===== src/rtl/core_seq_ctrl.sv =====
// Multi-cycle sequencer for the RV32I datapath: FETCH/DECODE/EXEC/MEM/WB
// with req/ack memory handshakes, retired-instruction counting and traps.
module core_seq_ctrl #(
    parameter int TIMEOUT = 16,
    parameter int CNT_W   = 32
) (
    input  logic             clk,
    input  logic             rst_n,
    input  logic             run,
    input  logic [6:0]       opcode,
    output logic             imem_req,
    input  logic             imem_ack,
    output logic             dmem_req,
    output logic             dmem_we,
    input  logic             dmem_ack,
    output logic             ir_en,
    output logic             pc_en,
    output logic             reg_we_en,
    output logic             busy,
    output logic             trap,
    output logic [1:0]       trap_cause,
    output logic [CNT_W-1:0] instret
);

    localparam int WW = (TIMEOUT > 1) ? $clog2(TIMEOUT) : 1;
    localparam logic [WW-1:0] WAIT_LAST =
        WW'((TIMEOUT > 0) ? TIMEOUT - 1 : 0);

    localparam logic [6:0] OP_LOAD   = 7'b0000011;
    localparam logic [6:0] OP_STORE  = 7'b0100011;
    localparam logic [6:0] OP_IMM    = 7'b0010011;
    localparam logic [6:0] OP_REG    = 7'b0110011;
    localparam logic [6:0] OP_LUI    = 7'b0110111;
    localparam logic [6:0] OP_AUIPC  = 7'b0010111;
    localparam logic [6:0] OP_JAL    = 7'b1101111;
    localparam logic [6:0] OP_JALR   = 7'b1100111;
    localparam logic [6:0] OP_BRANCH = 7'b1100011;

    localparam logic [1:0] CAUSE_ILL  = 2'd1;
    localparam logic [1:0] CAUSE_IMEM = 2'd2;
    localparam logic [1:0] CAUSE_DMEM = 2'd3;

    typedef enum logic [2:0] {
        S_IDLE,
        S_FETCH,
        S_DECODE,
        S_EXEC,
        S_MEM,
        S_WB,
        S_TRAP
    } state_t;

    state_t        state;
    state_t        nxt;
    logic [1:0]    cause_nxt;
    logic [WW-1:0] wcnt;
    logic [6:0]    op_q;
    logic          wait_exp;
    logic          waiting;
    logic          op_mem;
    logic          op_store;
    logic          op_nowb;

    function automatic logic legal_op(input logic [6:0] op);
        logic ok;
        case (op)
            OP_LOAD, OP_STORE, OP_IMM, OP_REG, OP_LUI,
            OP_AUIPC, OP_JAL, OP_JALR, OP_BRANCH: ok = 1'b1;
            default:                              ok = 1'b0;
        endcase
        return ok;
    endfunction

    assign op_store = (op_q == OP_STORE);
    assign op_mem   = (op_q == OP_LOAD) || op_store;
    assign op_nowb  = op_store || (op_q == OP_BRANCH);

    assign wait_exp = (TIMEOUT != 0) && (wcnt == WAIT_LAST);

    // A cycle in which a request is outstanding and not yet acknowledged
    assign waiting = ((state == S_FETCH) && !imem_ack)
                  || ((state == S_MEM) && !dmem_ack);

    // The only Mealy term: IR loads in the very cycle fetch data arrives
    assign ir_en = imem_req & imem_ack;

    always_comb begin
        nxt       = state;
        cause_nxt = trap_cause;
        case (state)
            S_IDLE: begin
                if (run) nxt = S_FETCH;
            end
            S_FETCH: begin
                if (imem_ack) begin
                    nxt = S_DECODE;
                end else if (wait_exp) begin
                    nxt       = S_TRAP;
                    cause_nxt = CAUSE_IMEM;
                end
            end
            S_DECODE: begin
                if (legal_op(opcode)) begin
                    nxt = S_EXEC;
                end else begin
                    nxt       = S_TRAP;
                    cause_nxt = CAUSE_ILL;
                end
            end
            S_EXEC: begin
                nxt = op_mem ? S_MEM : S_WB;
            end
            S_MEM: begin
                if (dmem_ack) begin
                    nxt = S_WB;
                end else if (wait_exp) begin
                    nxt       = S_TRAP;
                    cause_nxt = CAUSE_DMEM;
                end
            end
            S_WB: begin
                nxt = run ? S_FETCH : S_IDLE;
            end
            S_TRAP: begin
                nxt = S_TRAP;
            end
            default: begin
                nxt = S_IDLE;
            end
        endcase
    end

    // Outputs are registered from the next state, so each one is a pure
    // decode of the current state as seen from outside.
    always_ff @(posedge clk) begin
        if (!rst_n) begin
            state      <= S_IDLE;
            op_q       <= '0;
            wcnt       <= '0;
            instret    <= '0;
            trap_cause <= '0;
            imem_req   <= 1'b0;
            dmem_req   <= 1'b0;
            dmem_we    <= 1'b0;
            pc_en      <= 1'b0;
            reg_we_en  <= 1'b0;
            busy       <= 1'b0;
            trap       <= 1'b0;
        end else begin
            state      <= nxt;
            trap_cause <= cause_nxt;

            if (state == S_DECODE) op_q <= opcode;

            if (waiting && (nxt == state)) begin
                wcnt <= wcnt + 1'b1;
            end else begin
                wcnt <= '0;
            end

            if (state == S_WB) instret <= instret + 1'b1;

            imem_req  <= (nxt == S_FETCH);
            dmem_req  <= (nxt == S_MEM);
            dmem_we   <= (nxt == S_MEM) && op_store;
            pc_en     <= (nxt == S_WB);
            reg_we_en <= (nxt == S_WB) && !op_nowb;
            busy      <= (nxt != S_IDLE) && (nxt != S_TRAP);
            trap      <= (nxt == S_TRAP);
        end
    end

endmodule


===== config.mk =====
export PLATFORM = sky130hd
export DESIGN_NAME = core_seq_ctrl
export DESIGN_NICKNAME = d
export VERILOG_FILES = /design/src/rtl/core_seq_ctrl.sv
export SDC_FILE = /design/constraint.sdc
export NUM_CORES = 1
export LEC_CHECK = 0
export ABC_CLOCK_PERIOD_IN_PS = 1900
export CAP_MARGIN = 25
export CORE_MARGIN = 1.5
export CORE_UTILIZATION = 45
export CTS_CLUSTER_SIZE = 40
export DETAILED_ROUTE_END_ITERATION = 7
export PLACE_DENSITY = 0.81
export SKIP_LAST_GASP = 1
export SYNTH_ARGS = -nofsm -noshare
export SYNTH_HDL_FRONTEND = slang
export SYNTH_SLANG_ARGS = --single-unit

===== constraint.sdc =====
create_clock -name clk -period 1.9 [get_ports clk]
set_input_delay 0.38 -clock clk [delete_from_list [all_inputs] [get_ports clk]]
set_output_delay 0.38 -clock clk [all_outputs]
set_load 0.01 [all_outputs]

; ---- After elaboration in Yosys (flattened, before gate mapping)
; Index checks and enable logic that the tools add are counted.
; W data, S select, Z words.
[op_classes]
addsub = 2
eq_ne = 30
muxes = 16
n_bitwise = 1
n_reduce_logical = 18
[ops]
columns = operator, n
row1 = $add A32 B1 Y32 const B, 1
row2 = $eq A7 B6 Y1 const B, 4
row3 = $eq A7 B7 Y1 const B, 4
row4 = $pmux W3 S7, 1
row5 = $eq A3 B3 Y1 const B, 6
row6 = $mux W3, 5
row7 = $eq A7 B2 Y1 const B, 2
row8 = $eq A7 B5 Y1 const B, 2
row9 = $mux W2, 5
row10 = $ne A2 B2 Y1 const B, 5
row11 = $reduce_or A9 Y1, 1
row12 = $eq A3 B1 Y1 const B, 2
row13 = $eq A3 B2 Y1 const B, 2
row14 = $logic_and A1 B1 Y1, 6
row15 = $pmux W2 S3, 1
row16 = $reduce_and A6 Y1, 1
row17 = $reduce_bool A3 Y1, 2
row18 = $add A4 B1 Y4 const B, 1
row19 = $eq A4 B4 Y1 const B, 1
row20 = $mux W1, 4
row21 = $eq A3 B3 Y1, 1
row22 = $logic_not A1 Y1, 3
row23 = $logic_not A3 Y1, 1
row24 = $logic_or A1 B1 Y1, 3
row25 = 3 further kinds, 3
[totals]
regBits = 55
inputBits = 12
output_inout_bits = 42

; ---- Logic depth before layout (Yosys ltp)
[depth]
depth_word = 9
ltp_mapped = 7
mapped_depth_nobuf = 6

; ---- Worst setup path before layout
; No wires, ideal clock.
[synth_timing]
path_kind = flip-flop to flip-flop
from = register instret[6]
to = register instret[29]
setup_ns = 0.128
t_arrival_ns = 1.817
required_ns = 1.772
slack_ns = -0.044
path_stages_with_launch = 8
n_path_buf = 2
synth_period_minus_slack_ns = 1.944
path_cell_list = dfxtp_1 > nand3_1 > or4_1 > buf_6 > buf_8 > nor4_2 > xnor2_1 > nor2_1
[synth_between]
elab_chain_cells = 1
[synth_lines]
columns = element, line_no
row1 = start: declaration, 22  ; output logic [CNT_W-1:0] instret
row2 = start signal: assignment, 161  ; if (state == S_WB) instret <= instret + 1'b1;
row3 = $add A32 B1 Y32, 161
; Every way passes these cells.
; A chain may end at the register's enable or synchronous reset.

; ---- Final worst setup path
[layout_timing]
from = register wcnt[0]
to = register dmem_we
[layout_between]
elab_chain_cells = 6
word_cells_on_any_way = 7
cone_classes = eq/ne: 2 / mux: 4 / reduce/logical: 1
[layout_lines]
columns = element, line_no
row1 = start: declaration, 56  ; logic [WW-1:0] wcnt;
row2 = start signal: assignment, 156  ; wcnt <= wcnt + 1'b1;
row3 = $eq A4 B4 Y1 *, 78  ; assign wait_exp = (TIMEOUT != 0) && (wcnt == WAIT_LAST);
row4 = $mux W3 *, "97, 116"
row5 = "$mux W3, on equally long branches", "114, 95"
row6 = $pmux W3 S7 *, 90  ; case (state)
row7 = $eq A3 B3 Y1 *, 165  ; dmem_we <= (nxt == S_MEM) && op_store;
row8 = $logic_and A1 B1 Y1 *, 165
row9 = end signal: assignment, 165
row10 = end: declaration, 14  ; output logic dmem_we,
; Every way passes the cells marked *; elsewhere a longest branch is shown, timed or not.

==> metrics.txt <==
outcome=finished clean; DR WL/cell=between 10 and 15 um; busiest grt layer=met2; hpwl dp=4070 um; number of remaining DRC errors=0; Area Growth Syn to Fin=37.8%; Critical Path Start Type=register; normalized max-slew margin=0.762; design area=roughly 3400 sq um; row count=26; Post-CTS Setup Bufs=0; die width=between 70 and 80 um; Die H=between 70 and 80 um; layout cell share with drive strength beyond 1=0.180; final setup fails=0; Slew Viols, Final=0; largest family of logic cells by synthesized area=simple AND/OR/NAND/NOR gates; Max Clock Skew=6.18 ps; Clock Path Buffers=2; Worst Path Arrival=2070 ps; M3 GR Usage=0.0310; Clock Latency Late Sink=between 300 and 400 ps; CTS H-tree lvls=2; Antenna Nets Post-Route=0; Syn Nets=around 300; global placer's final weighted congestion=roughly 0.80; Cells after Synth=between 200 and 300; FMAX=between 500 and 600 MHz; TritonCTS clock tree=yes; # clock sinks=between 50 and 60; total number of vias=~2200; dominant cells by area after synthesis=dfxtp_1 (44%), xnor2_1 (8.8%), nor2_1 (7.9%), mux2i_1 (3.2%), nand3_1 (2.8%); register bit total from synthesis=55; compound-gate portion of the synthesized area=0.0559; xor/xnor share of the synthesized area=0.113; Synth Area in Simple Gates=0.292; Leak=approximately 0.0012 uW; largest net degree at the start of global routing=22; Max Cap Viol=0; CP startpoint=wcnt[0]$_SDFF_PN0_; critical path type=register to register; routed wire length=5510 um; sequential element share of the synthesized area=0.444; die area=roughly 6000 sq um; Post-Synth Adder-Cell Area=0.0101; final core occ=0.657; CP max stage cell=a311o_1; r2r setup slk=around 50 ps; final setup TNS=0 ps; FF-to-FF Start=wcnt[0]$_SDFF_PN0_; met1 Usage GRT=0.244; asr flop ratio synth=0; Total Nets Final=around 370; initial antenna violation count=0; Worst Reg2Reg Path Length in Cells=6; vias in the first global route=2056; EDFF count, synth=0; Post-synth top cells=dfxtp_1 (55), nor2_1 (52), xnor2_1 (25), nand2_1 (15), nand3_1 (14); # fillers=~440; cts hold-fix bufs=0; initial core utilization=0.477; Overall Power=approximately 2100 uW; Top FF cell, synth=dfxtp_1; Worst Tran Pin Value=~350 ps; Synth area leader=dfxtp_1; Tmin final=roughly 1800 ps; cell breakdown of the critical path=ha_1 -> and3_1 -> a31oi_2 -> o32ai_2 -> a311o_1 -> nor4_1; overall global routing resource usage=0.190; IO buf count=53; Hold Fails Final Rpt=0; capturing point of the worst reg2reg path=dmem_we$_SDFF_PN0_; Yosys cell types=48; Hold Path Cell Cnt=1; count leader, synth=dfxtp_1; Core Area=about 5200 sq um; syn_area_per_cell=just under 9 sq um; Initial DRC Count=between 70 and 80; Num CTS Buffers=5; CP required=between 2000 and 2500 ps; CP Buf/Inv Count=0; mapped cell area=~2500 sq um; crit-path max FO=4; total gr overflow=0; first-pass GRT wire length=roughly 9300 um; worst hold-check path type=register to register; I/O pins=54; post-synth top area share=0.444; Worst Setup EP=dmem_we$_SDFF_PN0_; met2 usage=0.325; Yosys warnings=0; max incr delay on CP=350 ps; CTS clk-pin slew, worst paths=approximately 100 ps; Largest delay share family, worst path=compound AO/OA/AOI/OAI gates; Post-DP Area=3250 sq um; Vias/cell=5.09; Worst Setup End Kind=register; multiplexer share of the synthesized area=0.0368; VDD IR-drop max=~440 uV; RSZ-0062 raised after global routing=true; Worst path depth=6; fin crit share=0.973; CTS root buffer=clkbuf_8; pwr dens=around 600 nW/um^2; Ant. Diodes=0; Pre-antenna DRT Iters=4
[sequential cells by signal, indices dropped and copies added (netlist names)]
name / cells
trap: 1
dmem_we: 1
wcnt: 4
op_q: 7
busy: 1
state: 3
instret: 32
trap_cause: 2
dmem_req: 1
imem_req: 1
pc_en: 1
reg_we_en: 1
[power breakdown]
part	internal, uW	switching [uW]	total [uW]
clock network	259	378	637
logic	122	108	230
registers	1180	22.3	1200
[routing by layer]
layer / vias to the layer above / routed length [um]
met2: 41 / 2680
met4: 0 / 64
met3: 5 / 165
met1: 1013 / 2600
met5: - / 0
li1: 1108 / -
[cell type report]
type	instances	area, sq um	share of cell area
well taps	70	87.6	0.0256
clock inverters	2	12.5	0.00366
repair buffers	82	754	0.221
inverters	11	41.3	0.0121
clock buffers	6	72.6	0.0212
multi-input cells	200	1340	0.393
flip-flops and latches	55	1110	0.324
[logic make-up after synthesis]
group / Yosys count
simple gates: 138
flops: 55
xor+xnor: 32
buf+inv: 26
compound gates: 19
mux: 9
fa+ha+maj: 2
[layout by cell type (no fill, tap or decap), types with 2 or more instances in the layout]
| cell type | Yosys | final |
|---|---|---|
| or2_2 | 3 | 3 |
| ha_1 | 2 | 2 |
| clkbuf_8 | 0 | 5 |
| dfxtp_2 | 0 | 5 |
| clkdlybuf4s50_1 | 0 | 52 |
| nand2b_1 | 3 | 3 |
| inv_1 | 10 | 10 |
| and2_1 | 3 | 3 |
| a21oi_1 | 3 | 3 |
| and3_1 | 2 | 2 |
| dfxtp_1 | 55 | 50 |
| xnor2_1 | 25 | 25 |
| nand3_1 | 14 | 13 |
| or3_1 | 2 | 2 |
| o21ai_0 | 3 | 3 |
| and4_1 | 3 | 3 |
| nor4_2 | 5 | 9 |
| mux2i_1 | 8 | 8 |
| buf_4 | 0 | 28 |
| o32a_1 | 2 | 2 |
| nand2_1 | 15 | 15 |
| nand3b_1 | 2 | 2 |
| nor4_1 | 8 | 2 |
| nor2b_1 | 2 | 2 |
| o211ai_1 | 2 | 2 |
| nand4_1 | 4 | 4 |
| nor4_4 | 0 | 2 |
| nor3_1 | 11 | 11 |
| nor2_1 | 52 | 52 |
| xor2_1 | 7 | 7 |
[worst min-delay path by stage]
stage	from	to
floorplan	wcnt[0]$_SDFF_PN0_	wcnt[0]$_SDFF_PN0_
global placement	wcnt[0]$_SDFF_PN0_	wcnt[0]$_SDFF_PN0_
detailed placement	wcnt[0]$_SDFF_PN0_	wcnt[0]$_SDFF_PN0_
CTS	wcnt[0]$_SDFF_PN0_	wcnt[0]$_SDFF_PN0_
global route	wcnt[0]$_SDFF_PN0_	wcnt[0]$_SDFF_PN0_
finish	wcnt[0]$_SDFF_PN0_	wcnt[0]$_SDFF_PN0_
[worst register-to-register path, cell delays in order (launching register included)]
cell	delay [ps]
dfxtp_1	340
ha_1	240
and3_1	240
a31oi_2	240
o32ai_2	130
a311o_1	350
nor4_1	220
[through the flow]
stage                     worst slack, ps  cells  hold WS [ps]
after floorplan                      8.07    281           418
after global placement               -164    418           430
after detailed placement             -249    418           442
after CTS                           -11.8    426           460
after global routing                -55.9    426           498
final                                51.2    426           458
[what timing repair did]
| item | CTS | global route |
|---|---|---|
| pin swaps | 0 | 3 |
| endpoints found under the setup margin | 4 | 17 |
| resized for setup | 3 | 13 |
| cloned | 0 | 0 |
Power figures use the tool's default switching activity.
